--- src/rtl/gs_div_issue_if.sv ---
// Request and response channels between a division client and the gs_div_issue sequencer.
interface gs_div_issue_if #(
    parameter int W     = 64,
    parameter int TAG_W = 4
);
    logic             req_valid;
    logic             req_ready;
    logic [W-1:0]     req_n;
    logic [W-1:0]     req_d;
    logic [TAG_W-1:0] req_tag;
    logic             rsp_valid;
    logic             rsp_ready;
    logic [W-1:0]     rsp_q;
    logic [1:0]       rsp_status;
    logic [TAG_W-1:0] rsp_tag;

    modport master (
        output req_valid, req_n, req_d, req_tag, rsp_ready,
        input  req_ready, rsp_valid, rsp_q, rsp_status, rsp_tag
    );

    modport slave (
        input  req_valid, req_n, req_d, req_tag, rsp_ready,
        output req_ready, rsp_valid, rsp_q, rsp_status, rsp_tag
    );
endinterface

--- src/rtl/gs_div_issue.sv ---
// Initiator-side sequencer for the Goldschmidt divider: parks and launches gs_div,
// ignores stale done during a blanking window, bounds each launch and returns a tagged result.
module gs_div_issue #(
    parameter int W         = 64,
    parameter int TAG_W     = 4,
    parameter int START_CYC = 2,
    parameter int BLANK_CYC = 2,
    parameter int TIMEOUT   = 64
) (
    input  logic          clk,
    input  logic          rst,
    gs_div_issue_if.slave bus,
    output logic          div_start,
    output logic [W-1:0]  div_n,
    output logic [W-1:0]  div_d,
    input  logic [W-1:0]  div_q,
    input  logic          div_done,
    output logic          busy
);
    localparam int CNT_W = $clog2(TIMEOUT + START_CYC + 1);
    localparam logic [CNT_W-1:0] CNT_ZERO   = {CNT_W{1'b0}};
    localparam logic [CNT_W-1:0] CNT_ONE    = {{(CNT_W-1){1'b0}}, 1'b1};
    localparam logic [CNT_W-1:0] START_LAST = CNT_W'(START_CYC - 1);
    localparam logic [CNT_W-1:0] BLANK_LIM  = CNT_W'(BLANK_CYC);
    localparam logic [CNT_W-1:0] TMO_LAST   = CNT_W'(TIMEOUT - 1);

    localparam logic [1:0] STAT_OK  = 2'b00;
    localparam logic [1:0] STAT_DBZ = 2'b01;
    localparam logic [1:0] STAT_TMO = 2'b10;

    typedef enum logic [1:0] {
        S_IDLE  = 2'b00,
        S_START = 2'b01,
        S_WAIT  = 2'b10,
        S_RESP  = 2'b11
    } state_t;

    state_t           state_r,      state_s;
    logic [CNT_W-1:0] cnt_r,        cnt_s;
    logic [W-1:0]     rsp_q_r,      rsp_q_s;
    logic [1:0]       rsp_status_r, rsp_status_s;
    logic [TAG_W-1:0] rsp_tag_r,    rsp_tag_s;
    logic [W-1:0]     div_n_r,      div_n_s;
    logic [W-1:0]     div_d_r,      div_d_s;
    logic             req_ready_r,  req_ready_s;
    logic             rsp_valid_r,  rsp_valid_s;
    logic             div_start_r,  div_start_s;
    logic             busy_r,       busy_s;

    // Next state, counter and result/operand capture
    always_comb begin
        state_s      = state_r;
        cnt_s        = cnt_r;
        rsp_q_s      = rsp_q_r;
        rsp_status_s = rsp_status_r;
        rsp_tag_s    = rsp_tag_r;
        div_n_s      = div_n_r;
        div_d_s      = div_d_r;
        case (state_r)
            S_IDLE: begin
                if (bus.req_valid && req_ready_r) begin
                    rsp_tag_s = bus.req_tag;
                    if (bus.req_d == {W{1'b0}}) begin
                        // Divide-by-zero is answered locally; the divider stays parked
                        rsp_q_s      = {W{1'b1}};
                        rsp_status_s = STAT_DBZ;
                        state_s      = S_RESP;
                    end else begin
                        div_n_s = bus.req_n;
                        div_d_s = bus.req_d;
                        cnt_s   = CNT_ZERO;
                        state_s = S_START;
                    end
                end else begin
                    state_s = S_IDLE;
                end
            end
            S_START: begin
                if (cnt_r == START_LAST) begin
                    cnt_s   = CNT_ZERO;
                    state_s = S_WAIT;
                end else begin
                    cnt_s   = cnt_r + CNT_ONE;
                    state_s = S_START;
                end
            end
            S_WAIT: begin
                cnt_s = cnt_r + CNT_ONE;
                // A done level left over from the last run is masked until the blank window ends
                if (div_done && (cnt_r >= BLANK_LIM)) begin
                    rsp_q_s      = div_q;
                    rsp_status_s = STAT_OK;
                    state_s      = S_RESP;
                end else if (cnt_r == TMO_LAST) begin
                    rsp_q_s      = {W{1'b0}};
                    rsp_status_s = STAT_TMO;
                    state_s      = S_RESP;
                end else begin
                    state_s = S_WAIT;
                end
            end
            S_RESP: begin
                if (bus.rsp_ready) begin
                    state_s = S_IDLE;
                end else begin
                    state_s = S_RESP;
                end
            end
            default: begin
                state_s = S_IDLE;
            end
        endcase
    end

    // Output flags decoded from the upcoming state so they are registered with it
    always_comb begin
        req_ready_s = (state_s == S_IDLE);
        rsp_valid_s = (state_s == S_RESP);
        div_start_s = (state_s != S_WAIT);
        busy_s      = (state_s != S_IDLE);
    end

    // State, counter and registered outputs; reset parks the divider at once
    always_ff @(posedge clk or negedge rst) begin
        if (!rst) begin
            state_r      <= S_IDLE;
            cnt_r        <= CNT_ZERO;
            rsp_q_r      <= {W{1'b0}};
            rsp_status_r <= STAT_OK;
            rsp_tag_r    <= {TAG_W{1'b0}};
            div_n_r      <= {W{1'b0}};
            div_d_r      <= {W{1'b0}};
            req_ready_r  <= 1'b1;
            rsp_valid_r  <= 1'b0;
            div_start_r  <= 1'b1;
            busy_r       <= 1'b0;
        end else begin
            state_r      <= state_s;
            cnt_r        <= cnt_s;
            rsp_q_r      <= rsp_q_s;
            rsp_status_r <= rsp_status_s;
            rsp_tag_r    <= rsp_tag_s;
            div_n_r      <= div_n_s;
            div_d_r      <= div_d_s;
            req_ready_r  <= req_ready_s;
            rsp_valid_r  <= rsp_valid_s;
            div_start_r  <= div_start_s;
            busy_r       <= busy_s;
        end
    end

    assign bus.req_ready  = req_ready_r;
    assign bus.rsp_valid  = rsp_valid_r;
    assign bus.rsp_q      = rsp_q_r;
    assign bus.rsp_status = rsp_status_r;
    assign bus.rsp_tag    = rsp_tag_r;
    assign div_start      = div_start_r;
    assign div_n          = div_n_r;
    assign div_d          = div_d_r;
    assign busy           = busy_r;
endmodule

--- src/flat_wrapper.sv ---
// flat-port wrapper written by rule: the top's interface ports become plain ports
module gs_div_issue_flat 
#(
    parameter int W         = 64,
    parameter int TAG_W     = 4,
    parameter int START_CYC = 2,
    parameter int BLANK_CYC = 2,
    parameter int TIMEOUT   = 64
)
  (clk, rst, div_start, div_n, div_d, div_q, div_done, busy, bus_req_valid, bus_req_n, bus_req_d, bus_req_tag, bus_rsp_ready, bus_req_ready, bus_rsp_valid, bus_rsp_q, bus_rsp_status, bus_rsp_tag);
  gs_div_issue_if #(.W(W), .TAG_W(TAG_W)) bus_i ();
  input  logic clk;
  input  logic rst;
  output logic div_start;
  output logic [W-1:0] div_n;
  output logic [W-1:0] div_d;
  input  logic [W-1:0] div_q;
  input  logic div_done;
  output logic busy;
  input wire logic [$bits(bus_i.req_valid)-1:0] bus_req_valid;
  input wire logic [$bits(bus_i.req_n)-1:0] bus_req_n;
  input wire logic [$bits(bus_i.req_d)-1:0] bus_req_d;
  input wire logic [$bits(bus_i.req_tag)-1:0] bus_req_tag;
  input wire logic [$bits(bus_i.rsp_ready)-1:0] bus_rsp_ready;
  output wire logic [$bits(bus_i.req_ready)-1:0] bus_req_ready;
  output wire logic [$bits(bus_i.rsp_valid)-1:0] bus_rsp_valid;
  output wire logic [$bits(bus_i.rsp_q)-1:0] bus_rsp_q;
  output wire logic [$bits(bus_i.rsp_status)-1:0] bus_rsp_status;
  output wire logic [$bits(bus_i.rsp_tag)-1:0] bus_rsp_tag;
  assign bus_i.req_valid = bus_req_valid;
  assign bus_i.req_n = bus_req_n;
  assign bus_i.req_d = bus_req_d;
  assign bus_i.req_tag = bus_req_tag;
  assign bus_i.rsp_ready = bus_rsp_ready;
  assign bus_req_ready = bus_i.req_ready;
  assign bus_rsp_valid = bus_i.rsp_valid;
  assign bus_rsp_q = bus_i.rsp_q;
  assign bus_rsp_status = bus_i.rsp_status;
  assign bus_rsp_tag = bus_i.rsp_tag;
  gs_div_issue #(.W(W), .TAG_W(TAG_W), .START_CYC(START_CYC), .BLANK_CYC(BLANK_CYC), .TIMEOUT(TIMEOUT)) u_core (.clk(clk), .rst(rst), .bus(bus_i), .div_start(div_start), .div_n(div_n), .div_d(div_d), .div_q(div_q), .div_done(div_done), .busy(busy));
endmodule
--- config.mk ---
export PLATFORM = sky130hd
export DESIGN_NAME = gs_div_issue_flat
export DESIGN_NICKNAME = d
export VERILOG_FILES = /design/src/rtl/gs_div_issue_if.sv /design/src/rtl/gs_div_issue.sv /design/src/flat_wrapper.sv
export SDC_FILE = /design/constraint.sdc
export NUM_CORES = 1
export LEC_CHECK = 0
export CAP_MARGIN = 20
export CORE_AREA = 2 2 157 159
export CTS_CLUSTER_SIZE = 25
export DETAILED_ROUTE_END_ITERATION = 8
export DIE_AREA = 0 0 159 161
export GPL_TIMING_DRIVEN = 0
export PLACE_DENSITY_LB_ADDON = 0.25
export SYNTH_ARGS = -nofsm -noshare
export SYNTH_HDL_FRONTEND = slang
export SYNTH_SLANG_ARGS = --single-unit
--- constraint.sdc ---
create_clock -name clk -period 5.56 [get_ports clk]
set_clock_uncertainty 0.15 [all_clocks]
set_input_delay 0.834 -clock clk [delete_from_list [all_inputs] [get_ports clk]]
set_output_delay 0.834 -clock clk [all_outputs]
set_load 0.01 [all_outputs]
# [After elaboration in Yosys (flattened, before gate mapping)]
# Cells that the tools add are included.
[totals] input_bits=201 out_inout_bits=202 register_bits=211 word_cells=58
[classes] n_lt_le_gt_ge=1 n_reduce_logical=12 n_mux=21 n_addsub=1 n_bitwise=1 n_eq_ne=11
[op_table] cell="64-bit 2-to-1 mux" count=4
[op_table] cell="64-bit case mux with 2 select lines" count=1
[op_table] cell="64-bit logical NOT" count=1
[op_table] cell="7-bit 2-to-1 mux" count=3
[op_table] cell="7-bit case mux with 3 select lines" count=1
[op_table] cell="2-bit 2-to-1 mux" count=9
[op_table] cell="2-bit case mux with 4 select lines" count=1
[op_table] cell="7-bit by 1-bit adder with 7-bit output (second input constant)" count=1
[op_table] cell="7-bit by 1-bit equality test with 1-bit output (second input constant)" count=1
[op_table] cell="7-bit by 6-bit equality test with 1-bit output (second input constant)" count=1
[op_table] cell="7-bit by 2-bit >= comparator with 1-bit output (second input constant)" count=1
[op_table] cell="2-bit equality test (second input constant)" count=3
[op_table] cell="3-bit AND reduction" count=2
[op_table] cell="2-bit logical NOT" count=2
[op_table] cell="2-bit by 1-bit inequality test with 1-bit output (second input constant)" count=2
[op_table] cell="2-bit inequality test (second input constant)" count=2
[op_table] cell="2-bit case mux with 2 select lines" count=1
[op_table] cell="4-bit AND reduction" count=1
[op_table] cell="2-bit nonzero test" count=2
[op_table] cell="3-bit by 1-bit inequality test with 1-bit output (second input constant)" count=1
[op_table] cell="3-bit nonzero test" count=1
[op_table] cell="2-bit by 1-bit equality test with 1-bit output (second input constant)" count=1
[op_table] cell="1-bit logical AND" count=2
[op_table] cell="2-bit AND reduction" count=1
[op_table] cell="2 further kinds" count=2

# [Depth between registers and ports, before layout]
[logic_depth] depth_word=5 mapped_depth=8 ltp_nobuf=7

# [Least setup slack after synthesis]
# No wires, ideal clock.
[synth_timing] path_kind="input -> register" start="in bus_req_d[24]" end="reg u_core.div_d_r[0] (netlist: u_core.div_d[0])" setup_time_ns=0.125 t_required_ns=5.285 arrival_time_ns=2.296 setup_slack_ns=2.989 cell_stages=8 path_buffers=3 cell_sequence="nor4_1 > and4_1 > and4_1 > buf_2 > nor2_2 > buf_6 > buf_6 > mux2_4"
[synth_via] elab_chain_len=3
[synth_lines] item="start: declaration" line_no="flat_wrapper.sv:22" rtl="input wire logic [$bits(bus_i.req_d)-1:0] bus_req_d;"
[synth_lines] item="64-bit logical NOT" line_no="gs_div_issue.sv:63" rtl="if (bus.req_d == {W{1'b0}}) begin"
[synth_lines] item="1-bit NOT (no line)"
[synth_lines] item="3-bit AND reduction (no line)"
[synth_lines] item="end signal: assignment" line_no="gs_div_issue.sv:132" rtl="div_d_r <= {W{1'b0}};"
[synth_lines] item="end signal: assignment" line_no="gs_div_issue.sv:144" rtl="div_d_r <= div_d_s;"
[synth_lines] item="end: declaration" line_no="gs_div_issue.sv:44" rtl="logic [W-1:0] div_d_r, div_d_s;"
# No other way between the ends.
# A chain may end at the register's enable or synchronous reset.

# [Final worst setup path]
[layout_timing] start="in bus_req_d[44]" end="reg u_core.rsp_q_r[3] (netlist: u_core.bus.rsp_q[3])"
[layout_via] elab_chain_len=3
[layout_lines] item="64-bit logical NOT" line_no="gs_div_issue.sv:63"
[layout_lines] item="2-bit by 1-bit inequality test with 1-bit output (no line)"
[layout_lines] item="4-bit AND reduction (no line)"
[layout_lines] item="end signal: assignment" line_no="gs_div_issue.sv:128" rtl="rsp_q_r <= {W{1'b0}};"
[layout_lines] item="end signal: assignment" line_no="gs_div_issue.sv:140" rtl="rsp_q_r <= rsp_q_s;"
[layout_lines] item="end: declaration" line_no="gs_div_issue.sv:40" rtl="logic [W-1:0] rsp_q_r, rsp_q_s;"
# No other way between the ends.

==> summary.md <==
| Metric | Value |
|---|---|
| Status | completed |
| M3 GR Usage | 0.07576 |
| Max Cap Viol | 0 |
| Number of synthesized register bits | 211 |
| Synth Area per Inst | approximately 15 um2 |
| GR peak layer | met2 |
| Final setup TNS | 0 ns |
| Hold_ws | 0.2290 ns |
| # port buffers | ~400 |
| Critical Path Start Type | primary input |
| CTS resizes | 0 |
| Depth of the CTS H-tree | 1 |
| # rows | 57 |
| Vias in the first global route | 7,524 |
| First-pass GRT wire length | about 44 mm |
| Root Buffer | clkbuf_16 |
| Max Freq | around 290 MHz |
| Ys async rst share | 1.000 |
| Worst hold path class | primary input to asynchronous set/reset pin |
| Crit path max fanout | 10 |
| Unrepaired setup endpoints after global routing | no |
| Top FF cell, synth | dfrtp_1 |
| Largest area contributor in the netlist | dfrtp_1 |
| GR Layer Usage met1 | 0.2484 |
| DR pass1 iterations | 4 |
| Worst Setup Path Type | primary input to register |
| All-Layer GR Usage | 0.2148 |
| Mapped Nets | ~850 |
| Clock Latency Late Sink | ~0.50 ns |
| Yosys cell types | just under 50 |
| Met2 Resource Use GR | 0.3852 |
| Routed vias | about 6,900 |
| Total congestion overflow | 0 |
| HPWL Detailed | about 21 mm |
| Lkg Pwr | 6.161 nW |
| Max VDD drop | 0.2883 mV |
| Final Wtd Congestion | 0.8087 |
| Post-synthesis sequential area ratio | 0.5643 |
| Post-route DRC violation count | 0 |
| Layout Nets | 1,281 |
| Most frequent cells in the layout | clkdlybuf4s50_1 (401), dfrtp_1 (209), mux2_4 (100), nand2_1 (77), a2bb2oi_1 (34) |
| Synth warnings | 0 |
| Yosys top cell area share | 0.5587 |
| Post-Synthesis Cells | about 650 |
| Commonest non-fill, non-tap cell in the layout | clkdlybuf4s50_1 |
| Reg power frac | 0.337 |
| # clock sinks | approximately 210 |
| Core ar. | 23,960 um2 |
| Final Cycle Share | 0.6292 |
| Largest net degree at the start of global routing | between 100 and 150 |
| Power density cells | 543.6 nW/um2 |
| P&R area growth vs syn | 55.99% |
| Non-Filler Instances | 1,414 |
| Die X | 159 um |
| Maximum buffer depth of the clock tree | 3 |
| Logic pwr share | 0.467 |
| Area contributors post-synth | dfrtp_1 (56%), mux2_4 (16%), a2bb2oi_2 (4.8%) |
| # IOs | 403 |
| Cell internal pwr | 5.531 mW |
| Initial Util | 0.3907 |
| Worst-Margin Slew | approximately 0.97 ns |
| Cells on worst reg2reg path | 6 |
| Final Hold Fails | 0 |
| Max Transition Viols Final | 0 |
| Synthesized area | approximately 9400 um2 |
| Setup-failing EPs final | 0 |
| Vias per cell | 4.910 |
| Final WL | 27.86 mm |
| Slew margin rel. | 0.3465 |
| Net load switching power | about 2.4 mW |
| Clock power share | 0.196 |
| CTS tree | built |
| Initial antenna violation count | 1 |
| Required time of the worst setup path | between 5 and 6 ns |
| Post-Place Cells | around 1,400 |
| CP endpoint kind | register |
| Clk slew on worst S/H paths | 0.06 ns |
| DRT iter0 DRCs | ~310 |
| Die height | about 160 um |
| Die Area | approximately 26,000 um2 |
| Number of synthesized flops with an enable pin | 0 |
| Share of cells above drive strength 1 | 0.2222 |
| Crit path time final | ~3.5 ns |
| Critical Path AT | about 3.7 ns |
| ANT nets after route | 0 |
| Sw frac | 0.3033 |
| CTS buffer count | 23 |
| Wire per inst | between 15 and 20 um |
| # hold bufs at CTS | 0 |
| Setup bufs post-CTS | 0 |
## worst paths after layout
kind,from,endpoint,slack (ns)
setup / recovery,bus_req_d[44],u_core.bus.rsp_q[3],2.06
hold / removal,rst,u_core.bus.rsp_q[45],0.23
setup reg to reg,u_core.bus.req_ready,u_core.bus.rsp_q[40],2.89
hold reg to reg,u_core.div_n[41],u_core.div_n[41],0.33
max in group asynchronous,rst,u_core.div_d[47],4.03
min in group clk,u_core.div_n[41],u_core.div_n[41],0.33
## synthesized netlist by cell type (3+ instances only)
cell type and n:
a21oi_1 11, a2bb2oi_2 30, mux2_1 4, dfrtp_1 209, inv_1 7, buf_2 9
and2_1 6, buf_6 20, nor4_1 21, nand2_1 77, or3_1 5, clkbuf_1 10
ha_1 7, mux2_2 29, o21ai_0 4, nand3_1 6, o211ai_1 3, and3_1 3
a2bb2oi_1 34, and4_1 6, or4_1 5, mux2_4 100, nor2_1 6, or2_2 3
mux2i_1 3
## power by group through the flow
stage               sequential, mW  combinational, mW  clock [mW]
global route                  2.77               3.91        1.67
CTS                           2.68               3.76        1.60
detailed placement            2.67               3.75           0
global placement              2.67               3.70           0
floorplan                     2.98               1.46           0
finish                        2.68               3.71        1.55
## metrics by stage
stage          power, mW    util  setup slack [ns]  area, um2
4_1_cts            8.043  0.6093             2.033      14600
3_5_place_dp       6.425  0.5769             1.514      13820
6_report           7.938  0.6094             2.062      14600
3_3_place_gp       6.368  0.5755            -5.633      13790
5_1_grt            8.359  0.6093             1.993      14600
2_1_floorplan      4.437       -             2.989       9361
## cells by family after synthesis
kind of cell	share of synthesized area
fa+ha+maj	0.009355
mux	0.2033
compound gates	0.1047
flops	0.5643
simple gates	0.08233
buf+inv	0.03609
## critical path, cell delays in order
cell,delay [ns]
clkdlybuf4s50_1,0.43
nor4_1,0.84
and4_1,0.39
nand4_4,0.17
a211oi_4,0.54
buf_2,0.41
a2bb2oi_2,0.10
## layout make-up
cell class,count,area [um2]
antenna,1,2.502
buffer,40,311.5
clock buffer,33,683.2
clock inverter,8,93.84
fill,1933,9360
inverter,7,26.28
multi-input combinational,387,3741
sequential,211,5283
tap,324,405.4
timing repair buffer,403,4056
## metal layers
metal	wire length, um	vias up
li1	-	3191
met3	2558	29
met5	0	-
met4	456	0
met1	10680	3440
met2	14160	283
## registers in the layout, summed over array words and instances, names as in the netlist
register and flops:
u_core.bus.rsp_valid 1, u_core.busy 1, u_core.bus.rsp_tag 4, u_core.div_start 1
u_core.div_d 64, u_core.bus.rsp_status 2, u_core.bus.rsp_q 64, u_core.state_r 2
u_core.bus.req_ready 1, u_core.cnt_r 7, u_core.div_n 64
Note: power is estimated with default switching activity, not from simulation.
